<file path="config.mk">
export PLATFORM = sky130hd
export DESIGN_NAME = lsu_mem_port_flat
export DESIGN_NICKNAME = d
export VERILOG_FILES = /design/src/rtl/lsu_mem_port_if.sv /design/src/rtl/lsu_mem_port.sv /design/src/flat_wrapper.sv
export SDC_FILE = /design/constraint.sdc
export NUM_CORES = 1
export LEC_CHECK = 0
export ABC_AREA = 1
export BUFFER_PORTS_ARGS = -buffer_cell sky130_fd_sc_hd__clkbuf_2
export CORE_MARGIN = 4
export CORE_UTILIZATION = 46
export DETAILED_ROUTE_END_ITERATION = 16
export GPL_TIMING_DRIVEN = 0
export HOLD_SLACK_MARGIN = 0.12
export PLACE_DENSITY = 0.78
export SLEW_MARGIN = 10
export SYNTH_ARGS = -nofsm -noshare
export SYNTH_HDL_FRONTEND = slang
export SYNTH_SLANG_ARGS = --single-unit
</file>
<file path="constraint.sdc">
create_clock -name clk -period 1.5 [get_ports clk]
set_input_delay 0.15 -clock clk [delete_from_list [all_inputs] [get_ports clk]]
set_output_delay 0.15 -clock clk [all_outputs]
set_load 0.02 [all_outputs]
</file>
<file path="src/rtl/lsu_mem_port_if.sv">
// Bundle of the pipeline request/response handshake and the data-memory bus
// seen by the load/store port. The slave modport is the load/store port itself;
// the master modport is the environment (MEM stage plus data memory).
interface lsu_mem_port_if #(
  parameter int ADDR_W = 13
);
  // Pipeline request channel
  logic              req_valid;
  logic              req_ready;
  logic              req_store;
  logic [2:0]        req_funct3;
  logic [31:0]       req_addr;
  logic [31:0]       req_wdata;

  // Pipeline response channel
  logic              resp_valid;
  logic              resp_ready;
  logic [31:0]       resp_rdata;
  logic              resp_err;

  // Data-memory bus
  logic              mem_write;
  logic [2:0]        mem_funct3;
  logic [31:0]       mem_din;
  logic [ADDR_W-1:0] mem_addr;
  logic [31:0]       mem_dout;

  modport slave (
    input  req_valid, req_store, req_funct3, req_addr, req_wdata,
    input  resp_ready,
    input  mem_dout,
    output req_ready,
    output resp_valid, resp_rdata, resp_err,
    output mem_write, mem_funct3, mem_din, mem_addr
  );

  modport master (
    output req_valid, req_store, req_funct3, req_addr, req_wdata,
    output resp_ready,
    output mem_dout,
    input  req_ready,
    input  resp_valid, resp_rdata, resp_err,
    input  mem_write, mem_funct3, mem_din, mem_addr
  );
endinterface

</file>
<file path="src/rtl/lsu_mem_port.sv">
// Load/store initiator for the main data memory. Takes one request at a time,
// rejects misaligned / out-of-range / illegal-funct3 accesses without touching
// memory, issues a single write strobe for stores, and returns extended load
// data. Sequence: IDLE -> ACCESS -> [LDATA ->] RESP -> IDLE, or IDLE -> RESP on
// a fault. The memory returns read data the cycle after it samples mem_addr.
module lsu_mem_port #(
  parameter int ADDR_W      = 13,
  parameter bit CHECK_RANGE = 1'b1
) (
  input logic           clk,
  input logic           reset,   // asynchronous, active-low
  lsu_mem_port_if.slave bus
);

  localparam logic [1:0] S_IDLE   = 2'd0;
  localparam logic [1:0] S_ACCESS = 2'd1;
  localparam logic [1:0] S_LDATA  = 2'd2;
  localparam logic [1:0] S_RESP   = 2'd3;

  localparam logic [2:0] F3_B  = 3'b000;
  localparam logic [2:0] F3_H  = 3'b001;
  localparam logic [2:0] F3_W  = 3'b010;
  localparam logic [2:0] F3_BU = 3'b100;
  localparam logic [2:0] F3_HU = 3'b101;

  logic [1:0]  state;
  logic        is_store;       // latched request kind, steers ACCESS exit
  logic        funct3_legal;
  logic        misaligned;
  logic        out_of_range;
  logic        fault;
  logic        accept;
  logic [31:0] wdata_sized;
  logic [31:0] din_lane;
  logic [31:0] rd_lane;
  logic [31:0] load_ext;

  assign bus.req_ready = (state == S_IDLE);
  assign accept        = (state == S_IDLE) && bus.req_valid;
  assign fault         = !funct3_legal || misaligned || out_of_range;

  // Classify the incoming request: legal funct3 for its kind, natural alignment
  // and, optionally, whether it addresses beyond the memory.
  // NOTE: every output of a combinational block gets a default first, so no
  // path can leave it unassigned and infer a latch.
  always_comb begin
    funct3_legal = 1'b0;
    misaligned   = 1'b0;
    out_of_range = 1'b0;
    if (bus.req_store) begin
      funct3_legal = (bus.req_funct3 == F3_B) || (bus.req_funct3 == F3_H) ||
                     (bus.req_funct3 == F3_W);
    end else begin
      funct3_legal = (bus.req_funct3 == F3_B)  || (bus.req_funct3 == F3_H)  ||
                     (bus.req_funct3 == F3_W)  || (bus.req_funct3 == F3_BU) ||
                     (bus.req_funct3 == F3_HU);
    end
    case (bus.req_funct3[1:0])
      2'b01:   misaligned = bus.req_addr[0];
      2'b10:   misaligned = (bus.req_addr[1:0] != 2'b00);
      default: misaligned = 1'b0;
    endcase
    if (CHECK_RANGE) begin
      out_of_range = ((bus.req_addr >> ADDR_W) != 32'd0);
    end
  end

  // Store data: trim to the access size, then move into its byte lane.
  always_comb begin
    wdata_sized = bus.req_wdata;
    case (bus.req_funct3[1:0])
      2'b00:   wdata_sized = {24'd0, bus.req_wdata[7:0]};
      2'b01:   wdata_sized = {16'd0, bus.req_wdata[15:0]};
      default: wdata_sized = bus.req_wdata;
    endcase
    din_lane = wdata_sized << {bus.req_addr[1:0], 3'b000};
  end

  // Load data: bring the addressed lane down to bit 0 and extend by funct3.
  // mem_addr and mem_funct3 still hold the accepted request during LDATA.
  always_comb begin
    rd_lane  = bus.mem_dout >> {bus.mem_addr[1:0], 3'b000};
    load_ext = 32'd0;
    case (bus.mem_funct3)
      F3_B:    load_ext = {{24{rd_lane[7]}}, rd_lane[7:0]};
      F3_H:    load_ext = {{16{rd_lane[15]}}, rd_lane[15:0]};
      F3_W:    load_ext = rd_lane;
      F3_BU:   load_ext = {24'd0, rd_lane[7:0]};
      F3_HU:   load_ext = {16'd0, rd_lane[15:0]};
      default: load_ext = 32'd0;
    endcase
  end

  // Sequencer: one request in flight, faults skip straight to the response.
  // NOTE: all clocked state uses non-blocking assignments so every flop
  // samples pre-edge values regardless of statement order.
  always_ff @(posedge clk or negedge reset) begin
    if (!reset) begin
      state    <= S_IDLE;
      is_store <= 1'b0;
    end else begin
      case (state)
        S_IDLE: begin
          if (bus.req_valid) begin
            is_store <= bus.req_store;
            state    <= fault ? S_RESP : S_ACCESS;
          end
        end
        S_ACCESS: state <= is_store ? S_RESP : S_LDATA;
        S_LDATA:  state <= S_RESP;
        S_RESP: begin
          if (bus.resp_ready) begin
            state <= S_IDLE;
          end
        end
        default:  state <= S_IDLE;
      endcase
    end
  end

  // Memory bus flops: loaded only on a legal accept and held until the next
  // one, so the memory's bank select stays put through ACCESS and LDATA. The
  // write strobe is high only for the ACCESS cycle after a store accept, and
  // the asynchronous reset drops it immediately.
  always_ff @(posedge clk or negedge reset) begin
    if (!reset) begin
      bus.mem_write  <= 1'b0;
      bus.mem_funct3 <= 3'd0;
      bus.mem_din    <= 32'd0;
      bus.mem_addr   <= '0;
    end else begin
      bus.mem_write <= accept && !fault && bus.req_store;
      if (accept && !fault) begin
        bus.mem_addr   <= bus.req_addr[ADDR_W-1:0];
        bus.mem_funct3 <= bus.req_funct3;
        if (bus.req_store) begin
          bus.mem_din <= din_lane;
        end
      end
    end
  end

  // Response flops: set on entry to RESP, held while the consumer stalls,
  // cleared on the handshake.
  always_ff @(posedge clk or negedge reset) begin
    if (!reset) begin
      bus.resp_valid <= 1'b0;
      bus.resp_err   <= 1'b0;
      bus.resp_rdata <= 32'd0;
    end else begin
      case (state)
        S_IDLE: begin
          if (accept && fault) begin
            bus.resp_valid <= 1'b1;
            bus.resp_err   <= 1'b1;
            bus.resp_rdata <= 32'd0;
          end
        end
        S_ACCESS: begin
          if (is_store) begin
            bus.resp_valid <= 1'b1;
            bus.resp_err   <= 1'b0;
            bus.resp_rdata <= 32'd0;
          end
        end
        S_LDATA: begin
          bus.resp_valid <= 1'b1;
          bus.resp_err   <= 1'b0;
          bus.resp_rdata <= load_ext;
        end
        S_RESP: begin
          if (bus.resp_ready) begin
            bus.resp_valid <= 1'b0;
            bus.resp_err   <= 1'b0;
            bus.resp_rdata <= 32'd0;
          end
        end
        default: begin
          bus.resp_valid <= 1'b0;
        end
      endcase
    end
  end

endmodule

</file>
<file path="src/flat_wrapper.sv">
// flat-port wrapper written by rule: the top's interface ports become plain ports
module lsu_mem_port_flat 
#(
  parameter int ADDR_W      = 13,
  parameter bit CHECK_RANGE = 1'b1
)
  (clk, reset, bus_req_valid, bus_req_store, bus_req_funct3, bus_req_addr, bus_req_wdata, bus_resp_ready, bus_mem_dout, bus_req_ready, bus_resp_valid, bus_resp_rdata, bus_resp_err, bus_mem_write, bus_mem_funct3, bus_mem_din, bus_mem_addr);
  lsu_mem_port_if #(.ADDR_W(ADDR_W)) bus_i ();
  input logic clk;
  input logic reset;
  input wire logic [$bits(bus_i.req_valid)-1:0] bus_req_valid;
  input wire logic [$bits(bus_i.req_store)-1:0] bus_req_store;
  input wire logic [$bits(bus_i.req_funct3)-1:0] bus_req_funct3;
  input wire logic [$bits(bus_i.req_addr)-1:0] bus_req_addr;
  input wire logic [$bits(bus_i.req_wdata)-1:0] bus_req_wdata;
  input wire logic [$bits(bus_i.resp_ready)-1:0] bus_resp_ready;
  input wire logic [$bits(bus_i.mem_dout)-1:0] bus_mem_dout;
  output wire logic [$bits(bus_i.req_ready)-1:0] bus_req_ready;
  output wire logic [$bits(bus_i.resp_valid)-1:0] bus_resp_valid;
  output wire logic [$bits(bus_i.resp_rdata)-1:0] bus_resp_rdata;
  output wire logic [$bits(bus_i.resp_err)-1:0] bus_resp_err;
  output wire logic [$bits(bus_i.mem_write)-1:0] bus_mem_write;
  output wire logic [$bits(bus_i.mem_funct3)-1:0] bus_mem_funct3;
  output wire logic [$bits(bus_i.mem_din)-1:0] bus_mem_din;
  output wire logic [$bits(bus_i.mem_addr)-1:0] bus_mem_addr;
  assign bus_i.req_valid = bus_req_valid;
  assign bus_i.req_store = bus_req_store;
  assign bus_i.req_funct3 = bus_req_funct3;
  assign bus_i.req_addr = bus_req_addr;
  assign bus_i.req_wdata = bus_req_wdata;
  assign bus_i.resp_ready = bus_resp_ready;
  assign bus_i.mem_dout = bus_mem_dout;
  assign bus_req_ready = bus_i.req_ready;
  assign bus_resp_valid = bus_i.resp_valid;
  assign bus_resp_rdata = bus_i.resp_rdata;
  assign bus_resp_err = bus_i.resp_err;
  assign bus_mem_write = bus_i.mem_write;
  assign bus_mem_funct3 = bus_i.mem_funct3;
  assign bus_mem_din = bus_i.mem_din;
  assign bus_mem_addr = bus_i.mem_addr;
  lsu_mem_port #(.ADDR_W(ADDR_W), .CHECK_RANGE(CHECK_RANGE)) u_core (.clk(clk), .reset(reset), .bus(bus_i));
endmodule
</file>
Word level (Yosys, flattened, before mapping):

Index checks and enable logic that the tools add are counted.

* equality and inequality tests: 17
* shift operators: 2
* muxes and demuxes: 19
* reductions and logical operators: 22

Operator list (count)
* case mux 32 bit (5 select lines): 1
* case mux 32 bit (4 select lines): 1
* 2-to-1 mux 32 bit: 3
* case mux 32 bit (2 select lines): 1
* nonzero test 32 bit: 1
* << shifter 32 x 5 -> 32 bit: 1
* right shift 32 x 5 -> 32 bit: 1
* == test 3 bit, second input constant: 4
* case mux 1 bit (4 select lines): 2
* case mux 2 bit (4 select lines): 1
* == test 2 bit, second input constant: 3
* == test 3 x 1 -> 1 bit, second input constant: 2
* == test 3 x 2 -> 1 bit, second input constant: 2
* zero test 3 bit: 2
* logical OR 1 bit: 6
* 2-to-1 mux 1 bit: 6
* 2-to-1 mux 2 bit: 3
* AND reduction 2 bit: 3
* == test 2 x 1 -> 1 bit, second input constant: 2
* logical AND 1 bit: 4
* zero test 2 bit: 2
* inequality test 2 x 1 -> 1 bit, second input constant: 2
* inequality test 2 bit, second input constant: 2
* AND reduction 3 bit: 1
* other kinds (3): 4

* bits in registers: 86
* input port bits: 104
* output and inout bits: 84

Logic depth before layout (Yosys ltp):

Gate-level depths: netlist of run 1.

* word-level depth: 12
* gate-level depth with buffers: 12
* gate-level depth less buffers: 11

Least setup slack after synthesis of run 1:

No wires, ideal clock.

* path kind: register to register
* start point: reg u_core.state[0]
* end point: reg u_core.bus.mem_din[10]
* arrival: 1694 ps
* data required time: 1373 ps
* setup slack: -320 ps
* stages on the path, launching flop included: 9
* buffers on the path: 1
* period minus slack after synthesis: 1820 ps
* cell sequence: dfrtp_1 inv_1 ha_1 nand2_1 nor2_2 nand2_4 buf_2 nand2_1 o21ai_1

* word-level cells in the longest chain between the ends: 4

Ends and longest elaborated chain
* start: declaration: line lsu_mem_port.sv:26 `logic [1:0] state;`
* start signal: assignment: line lsu_mem_port.sv:106 `state <= fault ? S_RESP : S_ACCESS;`
* start signal: assignment: line lsu_mem_port.sv:109 `S_ACCESS: state <= is_store ? S_RESP : S_LDATA;`
* zero test 2 bit
* via bus_req_ready: line flat_wrapper.sv:18 `output wire logic [$bits(bus_i.req_ready)-1:0] bus_req_ready;`
* logical AND 1 bit: line lsu_mem_port.sv:39 `assign accept = (state == S_IDLE) && bus.req_valid;`
* logical AND 1 bit: line lsu_mem_port.sv:133 `if (accept && !fault) begin`
* AND reduction 2 bit (no line)
* end signal: assignment: line lsu_mem_port.sv:137 `bus.mem_din <= din_lane;`
* end: declaration: line lsu_mem_port_if.sv:34 `output mem_write, mem_funct3, mem_din, mem_addr`

The timed path passes the listed nets, and every way through them passes these cells.
A chain may end at the register's enable or synchronous reset.

Worst setup path after layout of run 1:

* start point: reg u_core.state[0]
* end point: reg u_core.bus.resp_rdata[22]

* word-level cells in the longest chain between the ends: 5
* elaborated cells between the ends (all ways): 11
* classes of those cells: eq/ne (6); mux (1); reduce/logical (4)

Ends and longest elaborated chain
* zero test 2 bit: line lsu_mem_port.sv:39, lsu_mem_port.sv:151
* logical AND 1 bit: line lsu_mem_port.sv:39
* logical AND 1 bit: line lsu_mem_port.sv:153 `if (accept && fault) begin`
* inequality test 2 x 1 -> 1 bit (no line)
* AND reduction 3 bit (no line)
* end signal: assignment: line lsu_mem_port.sv:169 `bus.resp_rdata <= load_ext;`
* end: declaration: line lsu_mem_port_if.sv:33 `output resp_valid, resp_rdata, resp_err,`

Several ways; a longest one is shown, not always the timed one.

==> flow_summary.yaml, run 1 <==
run_status:
  status: "complete, but fails checks"
  violations: "setup timing"
routing:
  vias: 5940
  postRouteWirelength_mm: 17.75
  drc: 0
  postRouteAntennaNets: 0
  drt-wirelength-per-cell_um: 15.61
  drt-initial-drc-count: 522
  dr.pass1.iters: 5
  drt-vias-per-instance: 5.224
sta:
  maxSlewViolCount: 0
  tightestPinTransition_ns: 0.7481
  fin_hold_ws_ns: 0.1540
  rsz0062_at_grt: "yes"
  fin_ws_ns: -0.1094
  clock.fmax_mhz: 621.4
  hold_viol: 0
  period_needed_ns: 1.609
  fin_crit_sh: 1.073
  final-setup-viol-count: 34
  finalClockSkew_ns: 0.005818
  timing.max_slew.rel_slack: 0.5013
synth:
  synth_enable_flop_cells: 0
  synth_area_per_cell_um2: 6.983
  async_flop_share: 1.000
  postSynthRegisterBits: 86
  syn_inst: 749
  synth.distinct_cells: 33
  synth.cell_area_um2: 5230
  dominantRegCellSynth: "dfrtp_1"
  synth_seq_area_share: 0.4115
  yosysWarningCount: 0
  synth_nets: 860
critical_path:
  critPathSlowestCell: "dfrtp_1"
  critical_path.reg2reg.endpoint: "u_core.bus.resp_rdata[22]"
  worst_setup_path_end_kind: "flip-flop"
  worstSetupStartpointType: "flip-flop"
  crit_path_cell_trace: "inv_2 -> ha_4 -> inv_2 -> o22ai_4 -> a21oi_4 -> buf_12 -> nand2_8 -> buf_6 -> nand2_1 -> nand2_1"
  worst-endpoint-arrival_ns: 1.85
  rrSetupSlack_ns: -0.11
  cp.required_ns: 1.74
  ff2ff_path_depth: 10
  max_stage_delay_ns: 0.40
  crit_type: "flip-flop to flip-flop"
  worstReg2RegStart: "u_core.state[0]"
  critical_path_peak_fanout: 8
hold_path:
  hold_end: "u_core.bus.mem_din[16]"
  hold-path-cell-count: 5
  hold_path.startpoint: "bus_req_wdata[16]"
  holdCritPathClass: "input pin to flip-flop"
global_routing:
  initial_antenna_violation_count: 0
  grt_start_max_net_pins: 52
  global_route.usage.total: 0.2701
  number_of_global_route_vias_before_repair: 5657
  global_route.overflow_total: 0
  grt_first_pass_wirelength_mm: 27.88
die:
  floorplan.die.width_um: 114.6
  standard_cell_core_area_um2: 10980
  fp-row-count: 38
  io_pins: 188
  die_height_um: 114.6
  floorplan.initialDensity: 0.4762
  area_enclosed_by_the_die_boundary_um2: 13140
layout:
  fin_util: 0.6806
  antenna_cells_inserted: 0
  multi_input_area_um2: 2851
  final_layout_size_suffix_gt1_frac: 0.3480
  final_nets: 1103
  finish.cell_count_without_fillers: 1137
  layout.area.seq_um2: 2153
  fillCellCount: 945
  area_delta_synth_final_pct: 42.92
  finish.instance_area_um2: 7475
place:
  dpl-instance-area_um2: 6397
  dpl.cell_count: 1076
  gpl.final_weighted_congestion: 0.9367
  post-dp-hpwl_mm: 13.06
  portBuffers: 186
  placement.setup.worst_slack_ns: -0.3524
clock_tree:
  clkTransAtPathRegs_ns: 0.06
  cts_buffer_depth: 2
  cts_root_buffer: "clkbuf_16"
  clock_sinks: 86
  cts_tree: "built"
  insertion_delay_ns: 0.35
  cts_max_level: 3
  number_of_clock_buffers_inserted_by_tritoncts: 9
power_and_ir_drop:
  cellPowerDensity_nw_per_um2: 1314
  power.leakage_nw: 4.159
  power.ir.vdd_worst_mv: 1.285
run:
  maxCapViolations: 0
==> report_power, final <==
part | total (mW) | switching (mW) | internal, mW
clock | 2.26 | 0.925 | 1.34
combinational | 4.44 | 2.65 | 1.79
sequential | 3.12 | 0.339 | 2.78
total | 9.82 | 3.91 | 5.91
==> cells by family after synthesis <==
family	Yosys count	synth area share
compound gates	99	0.09928
fa+ha+maj	7	0.01675
buf+inv	106	0.09569
flops	86	0.4115
mux	4	0.007656
simple gates	447	0.3691
==> layout make-up <==
cell class / count / share of cell area
flip-flops and latches: 86 / 0.2881
clock inverters: 5 / 0.007867
repair buffers: 233 / 0.1878
multi-input cells: 557 / 0.3815
well taps: 140 / 0.02343
inverters: 63 / 0.03365
clock buffers: 11 / 0.03247
plain buffers: 42 / 0.04520
==> metal layers <==
metal  track usage  vias to the layer above  part of all wire
met2        0.4234                      307              0.47
li1              -                     2904                 -
met4       0.09343                        0             0.022
met5             0                        -                 0
met3       0.06871                       31             0.091
met1        0.3634                     2698              0.42
==> worst max-delay path by stage <==
stage                     slack [ns]                   endpoint  depth (start not counted)                    from
after CTS                       -0.1  u_core.bus.resp_rdata[24]                         10         u_core.state[0]
after floorplan                0.001  u_core.bus.resp_rdata[20]                         12  u_core.bus.mem_addr[0]
after global routing           -0.17  u_core.bus.resp_rdata[22]                         10         u_core.state[1]
after detailed placement       -0.35   u_core.bus.resp_rdata[2]                         11       bus_req_funct3[0]
final                          -0.11  u_core.bus.resp_rdata[22]                         10         u_core.state[0]
after global placement         -0.89     u_core.bus.mem_addr[0]                          1                   reset
==> sequential cells by signal, summed over array words and instances, names as in the netlist <==
register / cells
u_core.is_store: 1
u_core.state: 2
u_core.bus.mem_write: 1
u_core.bus.resp_err: 1
u_core.bus.mem_din: 32
u_core.bus.resp_rdata: 32
u_core.bus.mem_addr: 13
u_core.bus.resp_valid: 1
u_core.bus.mem_funct3: 3
==> worst max-delay path, delay by kind of cell, from the launching register on <==
kind	cells	cell delay [ns]
adders and majority gates	1	0.18
DFF	1	0.40
buffers and inverters	4	0.45
and+or+nand+nor	3	0.24
AOI/OAI and AO/OA	2	0.22
==> layout by cell type (no fill, tap or decap), types with 5 or more instances in the layout <==
master	netlist	final
nand2_1	268	232
clkbuf_2	0	189
nand3_1	112	104
dfrtp_1	86	85
inv_1	57	53
nor2_1	44	42
nand2_2	0	32
o21ai_0	33	29
o21ai_1	32	26
dlygate4sd3_1	0	24
a21oi_1	25	23
buf_4	6	23
buf_6	6	16
o21ai_2	1	11
nand3_2	4	10
clkbuf_1	12	9
clkbuf_16	0	9
inv_2	5	8
nand2_4	3	6
buf_2	18	6
nor3_1	7	5
ha_1	7	5
==> repair_timing <==
action / CTS / global route
endpoints found under the setup margin: 73 / 72
cloned: 3 / 1
hold endpoints to repair: 73 / 0
pin swaps: 8 / 14
setup buffers: 10 / 8
hold buffers: 24 / 0
gates resized for setup: 33 / 85
==> stage by stage <==
step / total power [mW] / setup TNS (ns)
after floorplan: 5.267 / 0
after global placement: 6.372 / -76.94
after detailed placement: 6.444 / -18.20
after CTS: 9.419 / -2.699
after global routing: 10.40 / -5.899
final: 9.822 / -2.663
==> cell usage after synthesis (2+ instances only) <==
library cell / instances / area share
a21oi_1: 25 / 0.024
a31oi_1: 4 / 0.0048
buf_2: 18 / 0.017
buf_4: 6 / 0.0086
buf_6: 6 / 0.013
clkbuf_1: 12 / 0.0086
dfrtp_1: 86 / 0.41
ha_1: 7 / 0.017
inv_1: 57 / 0.041
inv_2: 5 / 0.0036
mux2i_1: 4 / 0.0077
nand2_1: 268 / 0.19
nand2_4: 3 / 0.0065
nand3_1: 112 / 0.11
nand3_2: 4 / 0.0077
nand4_1: 2 / 0.0024
nor2_1: 44 / 0.032
nor2_2: 2 / 0.0024
nor3_1: 7 / 0.0067
o21ai_0: 33 / 0.032
o21ai_1: 32 / 0.031
No activity file was read; power rests on OpenSTA's default activity.
==> run 2: changes to the inputs <==
--- a/config.mk
+++ b/config.mk
@@ -7,12 +7,14 @@
 export LEC_CHECK = 0
 export ABC_AREA = 1
 export BUFFER_PORTS_ARGS = -buffer_cell sky130_fd_sc_hd__clkbuf_2
+export CAP_MARGIN = 40
 export CORE_MARGIN = 4
 export CORE_UTILIZATION = 46
 export DETAILED_ROUTE_END_ITERATION = 16
 export GPL_TIMING_DRIVEN = 0
 export HOLD_SLACK_MARGIN = 0.12
 export PLACE_DENSITY = 0.78
+export SETUP_SLACK_MARGIN = 0.5
 export SLEW_MARGIN = 10
 export SYNTH_ARGS = -nofsm -noshare
 export SYNTH_HDL_FRONTEND = slang
==> run 2 against run 1 <==
Net effect:
- the run ends with hold timing, setup timing left
- critical endpoint is now u_core.bus.mem_din[12]
- clock skew increased by 0.0014 ns
- highest routed layer unchanged
- count of clock-buffer cells in the layout is 3 higher
- worst hold slack got worse by 0.32 ns
- first-iteration DRC count grew 1.1%
- largest power group unchanged
- critical path type unchanged
- critical path depth down 2
- die area unchanged
- final area increased by 15%
- cell count rose by 4.9%
==> flow_summary.yaml, run 2 (same netlist as run 1, synthesis figures left out) <==
routing:
  postRouteAntennaNets: 0
  drt-wirelength-per-cell_um: 16.76
  vias: 6419
  dr.pass1.iters: 7
  postRouteWirelength_mm: 19.99
  drt-initial-drc-count: 528
  drt-vias-per-instance: 5.381
  drc: 0
layout:
  layout.area.seq_um2: 2156
  area_delta_synth_final_pct: 64.83
  layout.cells.most_common: "nand2_1"
  finish.cell_count_without_fillers: 1193
  layout_common_cells: "254 x nand2_1, 103 x clkbuf_2, 95 x nand3_1"
  finish.instance_area_um2: 8621
  layout_top_registers: "u_core.bus.mem_din: 32 flops, u_core.bus.resp_rdata: 32 flops, u_core.bus.mem_addr: 13 flops"
  fillCellCount: 713
  final_layout_size_suffix_gt1_frac: 0.3755
  fin_util: 0.7849
  final_nets: 1158
  multi_input_area_um2: 2860
critical_path:
  ff2ff_path_depth: 8
  worstSetupStartpointType: "flip-flop"
  crit_type: "flip-flop to flip-flop"
  critical_path_peak_fanout: 8
  worst_setup_path_end_kind: "flip-flop"
  cp.required_ns: 1.73
  worstReg2RegStart: "u_core.state[0]"
  critical_path.reg2reg.endpoint: "u_core.bus.mem_din[12]"
  launching_element_of_the_worst_setup_path: "u_core.state[0]"
  rrSetupSlack_ns: -0.10
  worst-endpoint-arrival_ns: 1.83
clock_tree:
  clock_sinks: 86
  cts_buffer_depth: 2
  cts_max_level: 3
  cts_root_buffer: "clkbuf_16"
  cts_tree: "built"
  number_of_clock_buffers_inserted_by_tritoncts: 9
  clkTransAtPathRegs_ns: 0.06
  postCtsHoldBufs: 22
  insertion_delay_ns: 0.35
sta:
  final-setup-viol-count: 50
  maxSlewViolCount: 0
  fin_setup_tns_ns: -2.288
  finalClockSkew_ns: 0.007202
  rsz0062_at_grt: "yes"
  clock.fmax_mhz: 624.8
  fin_hold_ws_ns: -0.1708
  tightestPinTransition_ns: 0.6076
  period_needed_ns: 1.601
  fin_ws_ns: -0.1006
  hold_viol: 39
  fin_crit_sh: 1.067
  timing.max_slew.rel_slack: 0.5950
die:
  area_enclosed_by_the_die_boundary_um2: 13140
  io_pins: 188
  floorplan.initialDensity: 0.4762
  fp-row-count: 38
  floorplan.die.width_um: 114.6
  standard_cell_core_area_um2: 10980
  die_height_um: 114.6
run_status:
  status: "complete, but fails checks"
  violations: "hold timing, setup timing"
global_routing:
  global_route.overflow_total: 0
  initial_antenna_violation_count: 1
  grt_start_max_net_pins: 48
  number_of_global_route_vias_before_repair: 6218
  global_route.usage.total: 0.2904
  grt_first_pass_wirelength_mm: 30.24
hold_path:
  holdCritPathClass: "input pin to async pin"
place:
  portBuffers: 186
  gpl.final_weighted_congestion: 0.9799
  post-dp-hpwl_mm: 12.38
  dpl.cell_count: 1076
  dpl-instance-area_um2: 6499
power_and_ir_drop:
  p_seq_frac: 0.280
  net_load_switching_power_mw: 4.135
  cellPowerDensity_nw_per_um2: 1297
  p_total_mw: 11.18
  power.switching_fraction: 0.3698
  power.ir.vdd_worst_mv: 1.156
  share_comb_of_total_power: 0.504
  clkPwrFrac: 0.215
  cell_internal_pwr_mw: 7.046
  power.leakage_nw: 4.629
run:
  maxCapViolations: 0
[run 2: worst max path at each step]
stage,endpoint,cells past startpoint,slack (ns)
after floorplan,u_core.bus.resp_rdata[28],9,0.04
after global placement,u_core.bus.mem_addr[1],1,-0.85
after detailed placement,u_core.bus.mem_din[15],6,-0.27
after CTS,u_core.bus.resp_rdata[23],9,-0.03
after global routing,u_core.bus.resp_rdata[6],9,-0.20
final,u_core.bus.mem_din[12],8,-0.10
[run 2: critical path: stages (launching register included)]
cell and delay [ns]:
dfrtp_1 0.41, inv_2 0.10, ha_4 0.17, nand2_2 0.09, nor2_4 0.15, nand2_4 0.12, bufbuf_16 0.29, nand2_1 0.07
o21ai_1 0.07
[run 2: cell type report]
| type | instances | share of cell area |
|---|---|---|
| Multi-Input combinational cell | 557 | 0.3318 |
| Timing Repair Buffer | 287 | 0.2897 |
| Sequential cell | 86 | 0.2501 |
| Buffer | 43 | 0.04267 |
| Clock buffer | 14 | 0.03179 |
| Inverter | 63 | 0.02888 |
| Tap cell | 140 | 0.02032 |
| Clock inverter | 2 | 0.004499 |
| Antenna cell | 1 | 0.0002903 |
[run 2: timing repair]
item | CTS | global route
gates cloned | 6 | 0
resized for setup | 181 | 100
buffers inserted | 46 | 26
hold endpoints to repair | 61 | 39
endpoints found under the setup margin | 170 | 170
pin swaps | 14 | 1
[run 2: per-layer routing]
metal  up-vias  GRT usage  routed length (um)
met5         -          0                   0
met4         0     0.1449                 933
met3        85    0.06078                1848
met2       400     0.4994                9975
met1      2927     0.3416                7232
li1       3007          -                   -
[run 2: per-stage QoR]
stage          setup WS, ns  hold slack (ns)
6_report            -0.1006          -0.1708
3_5_place_dp        -0.2681           0.2039
4_1_cts            -0.03253          -0.1634
3_3_place_gp        -0.8497           0.3807
5_1_grt             -0.1973          -0.1271
2_1_floorplan       0.03719          -0.1456
[run 2: power groups by stage]
stage          clock network (mW)  registers [mW]  logic, mW
2_1_floorplan                   0            3.57       1.77
3_3_place_gp                    0            3.08       3.32
3_5_place_dp                    0            3.09       3.39
4_1_cts                      2.40            3.07       4.99
5_1_grt                      2.52            3.17       5.99
6_report                     2.41            3.14       5.64
